==> config.mk <==
export PLATFORM = sky130hd
export DESIGN_NAME = if_mod
export DESIGN_NICKNAME = d
export VERILOG_FILES = /design/src/rtl/if_mod.sv
export SDC_FILE = /design/constraint.sdc
export NUM_CORES = 1
export LEC_CHECK = 0
export CELL_PAD_IN_SITES_DETAIL_PLACEMENT = 1
export CELL_PAD_IN_SITES_GLOBAL_PLACEMENT = 1
export CORE_MARGIN = 3
export CORE_UTILIZATION = 23
export CTS_CLUSTER_DIAMETER = 50
export DETAILED_ROUTE_END_ITERATION = 10
export GPL_TIMING_DRIVEN = 0
export PLACE_DENSITY_LB_ADDON = 0.08
export SLEW_MARGIN = 20
export SYNTH_ARGS = -nofsm -noshare
export SYNTH_HDL_FRONTEND = slang
export SYNTH_SLANG_ARGS = --single-unit
==> constraint.sdc <==
create_clock -name clock -period 6.3 [get_ports clock]
set_clock_uncertainty 0.1 [all_clocks]
set_input_delay 0.945 -clock clock [delete_from_list [all_inputs] [get_ports clock]]
set_output_delay 0.945 -clock clock [all_outputs]
set_load 0.05 [all_outputs]
==> src/rtl/if_mod.sv <==
// Dual-issue instruction fetch stage: one PC register, two fetch slots.
// Optional macro IF_MOD_BRANCH1_EN enables the younger redirect port.
module if_mod (
  input  logic        clock,
  input  logic        reset,
  input  logic        ex_mem_take_branch0,
  input  logic        ex_mem_take_branch1,
  input  logic [63:0] ex_mem_target_pc0,
  input  logic [63:0] ex_mem_target_pc1,
  input  logic [63:0] Imem2proc_data,
  input  logic [1:0]  Imem_valid,
  input  logic [1:0]  busy,
  output logic [63:0] proc2Imem_addr,
  output logic [63:0] if_NPC_out,
  output logic [31:0] if_IR_out0,
  output logic [31:0] if_IR_out1,
  output logic        if_valid_inst_out0,
  output logic        if_valid_inst_out1
);

  localparam logic [31:0] NOP = 32'h47ff041f;

  logic [63:0] r_pc;
  logic [1:0]  w_cap;
  logic        w_redir;
  logic [63:0] w_tgt;
  logic        w_v0;
  logic        w_v1;
  logic [31:0] w_w0;
  logic [31:0] w_w1;
  logic [63:0] w_inc;

`ifdef IF_MOD_BRANCH1_EN
  assign w_redir = ex_mem_take_branch0 | ex_mem_take_branch1;
  assign w_tgt   = ex_mem_take_branch0 ? ex_mem_target_pc0
                                       : ex_mem_target_pc1;
`else
  logic w_unused;
  assign w_unused = ^{ex_mem_take_branch1, ex_mem_target_pc1};
  assign w_redir  = ex_mem_take_branch0;
  assign w_tgt    = ex_mem_target_pc0;
`endif

  // Free slots downstream: 2, 1 or none.
  always_comb begin
    w_cap = 2'd0;
    unique case (busy)
      2'd0:    w_cap = 2'd2;
      2'd1:    w_cap = 2'd1;
      default: w_cap = 2'd0;
    endcase
  end

  // Slot selection; a redirect or active reset squashes both slots.
  always_comb begin
    w_v0 = 1'b0;
    w_v1 = 1'b0;
    w_w0 = Imem2proc_data[31:0];
    w_w1 = Imem2proc_data[63:32];
    if (!r_pc[2]) begin
      w_v0 = Imem_valid[0] && (w_cap != 2'd0);
      w_v1 = w_v0 && Imem_valid[1] && (w_cap == 2'd2);
    end else begin
      w_w0 = Imem2proc_data[63:32];
      w_v0 = Imem_valid[1] && (w_cap != 2'd0);
    end
    if (w_redir || !reset) begin
      w_v0 = 1'b0;
      w_v1 = 1'b0;
    end
  end

  assign w_inc = {61'd0, w_v0 & w_v1, w_v0 ^ w_v1, 2'b00};

  assign proc2Imem_addr     = {r_pc[63:3], 3'b000};
  assign if_NPC_out         = r_pc + w_inc;
  assign if_valid_inst_out0 = w_v0;
  assign if_valid_inst_out1 = w_v1;
  assign if_IR_out0         = w_v0 ? w_w0 : NOP;
  assign if_IR_out1         = w_v1 ? w_w1 : NOP;

  // PC: redirect target, else advance by the number of issued words.
  always_ff @(posedge clock or negedge reset) begin
    if (!reset)
      r_pc <= 64'd0;
    else if (w_redir)
      r_pc <= {w_tgt[63:2], 2'b00};
    else
      r_pc <= if_NPC_out;
  end

endmodule

==> metrics.cfg <==
[route]
drt-pass1-iter-count=4
drt-total-wl_mm=22.5
avgRoutedWirePerCell_um=19.2
postRouteAntennaNets=0
post-route-drc-count=0
drt-initial-drc-count=137
via_per_inst=4.60
num_vias=5389

[clock_tree]
cts_buffer_depth=2
cts_max_level=3
clock_sink_count=62
path_clk_slew_ps=60
cts_buffers=9
clk_latency_ps=340
cts_tree=built
hold_buffers=0
cts-root-buf=clkbuf_16

[die]
start_util=0.235
ios=394
row_count=53
core_area_um2=21200
fp.dieH_um=153
dieWidth_um=153
dieArea_um2=23400

[placed_design]
dp_hpwl_mm=18.5
place_congestion=0.832
io_buffers=321

[sta]
period_minus_slack_ps=6070
finalMaxSlewViolations=0
setup_violations=0
rsz0062_at_grt=no
max_freq_mhz=165
finalHoldViolCount=0
fin_crit_sh=0.964
tightest_slew_ps=757
maxSlewHeadroom=0.495

[setup_path]
required_ps=5250
timing.rr.start=r_pc[2]
end_kind=primary output
crit_path_max_incr_delay_ps=670
worst-path-buf-inv=5
r2r_slack_ps=2280
cp-startpoint=ex_mem_take_branch0
crit_chain=clkdlybuf4s50_1, nor3b_2, nand2_2, clkinv_4, ha_1, ha_1, a21oi_1, or3_1, buf_6, or4_4, buf_6, or3_1, nand2_1, dlygate4sd2_1
cp_top_family=simple AND/OR/NAND/NOR gates
cp-endpoint=if_NPC_out[61]
crit_slowest_cell=clkdlybuf4s50_1
critical_path_arrival_ps=5030
r2r.worst_path.cells=14
crit_type=input pin to primary output
r2r_end=r_pc[50]
start_kind=input pin
cp_max_fo=20
cp_num_cells=14

[power]
p_per_area_nw_per_um2=208
combPwrFrac=0.448
p_clk_frac=0.285
ir_drop_uv=99.7
p_leak_nw=3.64
p_switching_mw=0.748
power_mw=1.86
p_sw_frac=0.403
p_int_mw=1.11
pwr-share-seq=0.267

[run]
maxCapViolCount=0

[grt]
grt_pass1_wl_mm=34.7
grt_pass1_vias=5974
grtUsageTotal=0.185
grt_max_degree=35
antenna_found_initial=1
grt_remaining_overflow=0

[cells_and_area]
most-common-layout-cells=clkdlybuf4s50_1 (292), buf_4 (68), dfrtp_1 (62)
postLayoutCoreUtil=0.422
nets=1096
syn_to_final_growth_pct=79.3
antenna_cells=0
largest_reg_flops=62
layout.cells.most_common=clkdlybuf4s50_1
top_register=r_pc
final_layout_size_suffix_gt1_frac=0.167
reg_top3=r_pc: 62 flops

[yosys]
synth-edff-count=0
synth-seq-cells=62
synth-main-ff-cell=dfrtp_1
postSynthCellCount=556
synth_cell_types=46
seq_area_frac_synth=0.312
synthArstFlopShare=1.00
avgSynthCellArea_um2=8.95
syn_area_um2=4980
yosysWarnings=0

[status]
status=finished clean

[hold_path]
hp-class=input pin to async pin

==> metal layers <==
layer / vias to the layer above / GRT usage / routed length [um]
met5: - / 0 / 9
met3: 21 / 0.0657 / 1690
li1: 2558 / - / -
met1: 2622 / 0.211 / 8950
met2: 186 / 0.332 / 11400
met4: 2 / 0.0420 / 368
==> per-stage QoR <==
stage	worst slack [ps]	area, um2	TNS [ps]	hold WS (ps)	instances
after floorplan	258	4990	0	460	560
after global placement	-3560	8550	-273680	486	1156
after detailed placement	-1270	8570	-25350	517	1157
after CTS	7.48	8890	0	458	1173
after global routing	36.7	8930	0	460	1172
final	229	8930	0	450	1172
==> worst min-delay path by stage <==
| stage | to |
|---|---|
| after CTS | r_pc[42] |
| after floorplan | r_pc[63] |
| after global routing | r_pc[41] |
| final | r_pc[41] |
| after global placement | r_pc[63] |
| after detailed placement | r_pc[63] |
==> logic make-up (layout without fill, tap and decap cells) <==
| logic type | Yosys count | in the layout | share of synthesized area |
|---|---|---|---|
| muxes | 78 | 78 | 0.168 |
| xor gates and xnor gates | 48 | 48 | 0.0845 |
| adders and majority gates | 4 | 4 | 0.0116 |
| buffers and inverters | 97 | 434 | 0.126 |
| DFF | 62 | 62 | 0.312 |
| and+or+nand+nor | 234 | 234 | 0.253 |
| AOI/OAI and AO/OA | 32 | 32 | 0.0442 |
| other | 1 | 5 | 0.000753 |
==> timing repair <==
action,4_1_cts,5_1_grt
gates cloned,0,0
endpoints found under the setup margin,51,38
endpoints found under the hold margin,0,0
gates resized for setup,27,21
setup buffers,1,0
==> Yosys cell counts (11+ instances only) <==
master	count	area, um2
nand3_1	18	90.1
mux2_2	46	518
nand4_1	25	156
xnor2_1	27	236
mux2i_1	32	320
nor2_1	33	124
a31oi_1	11	68.8
nand2_1	53	199
buf_4	66	495
nor4_1	13	81.3
xor2_1	21	184
dfrtp_1	62	1550
and2_1	20	125
clkbuf_1	23	86.3
nand2b_1	19	119
==> layout make-up <==
| class | count | area [um2] |
|---|---|---|
| plain buffers | 93 | 614 |
| clock inverters | 4 | 53.8 |
| fillers | 2433 | 12200 |
| inverters | 2 | 12.5 |
| flip-flops and latches | 62 | 1550 |
| well taps | 275 | 344 |
| repair buffers | 323 | 3250 |
| clock buffers | 12 | 256 |
| multi-input cells | 401 | 2850 |
==> power by group through the flow <==
stage | clock (mW) | sequential [mW] | combinational [mW]
3_3_place_gp | 0 | 0.500 | 0.837
5_1_grt | 0.566 | 0.504 | 0.874
3_5_place_dp | 0 | 0.502 | 0.843
4_1_cts | 0.548 | 0.495 | 0.842
6_report | 0.529 | 0.495 | 0.832
2_1_floorplan | 0 | 0.484 | 0.533
No activity file was read; power rests on OpenSTA's default activity.
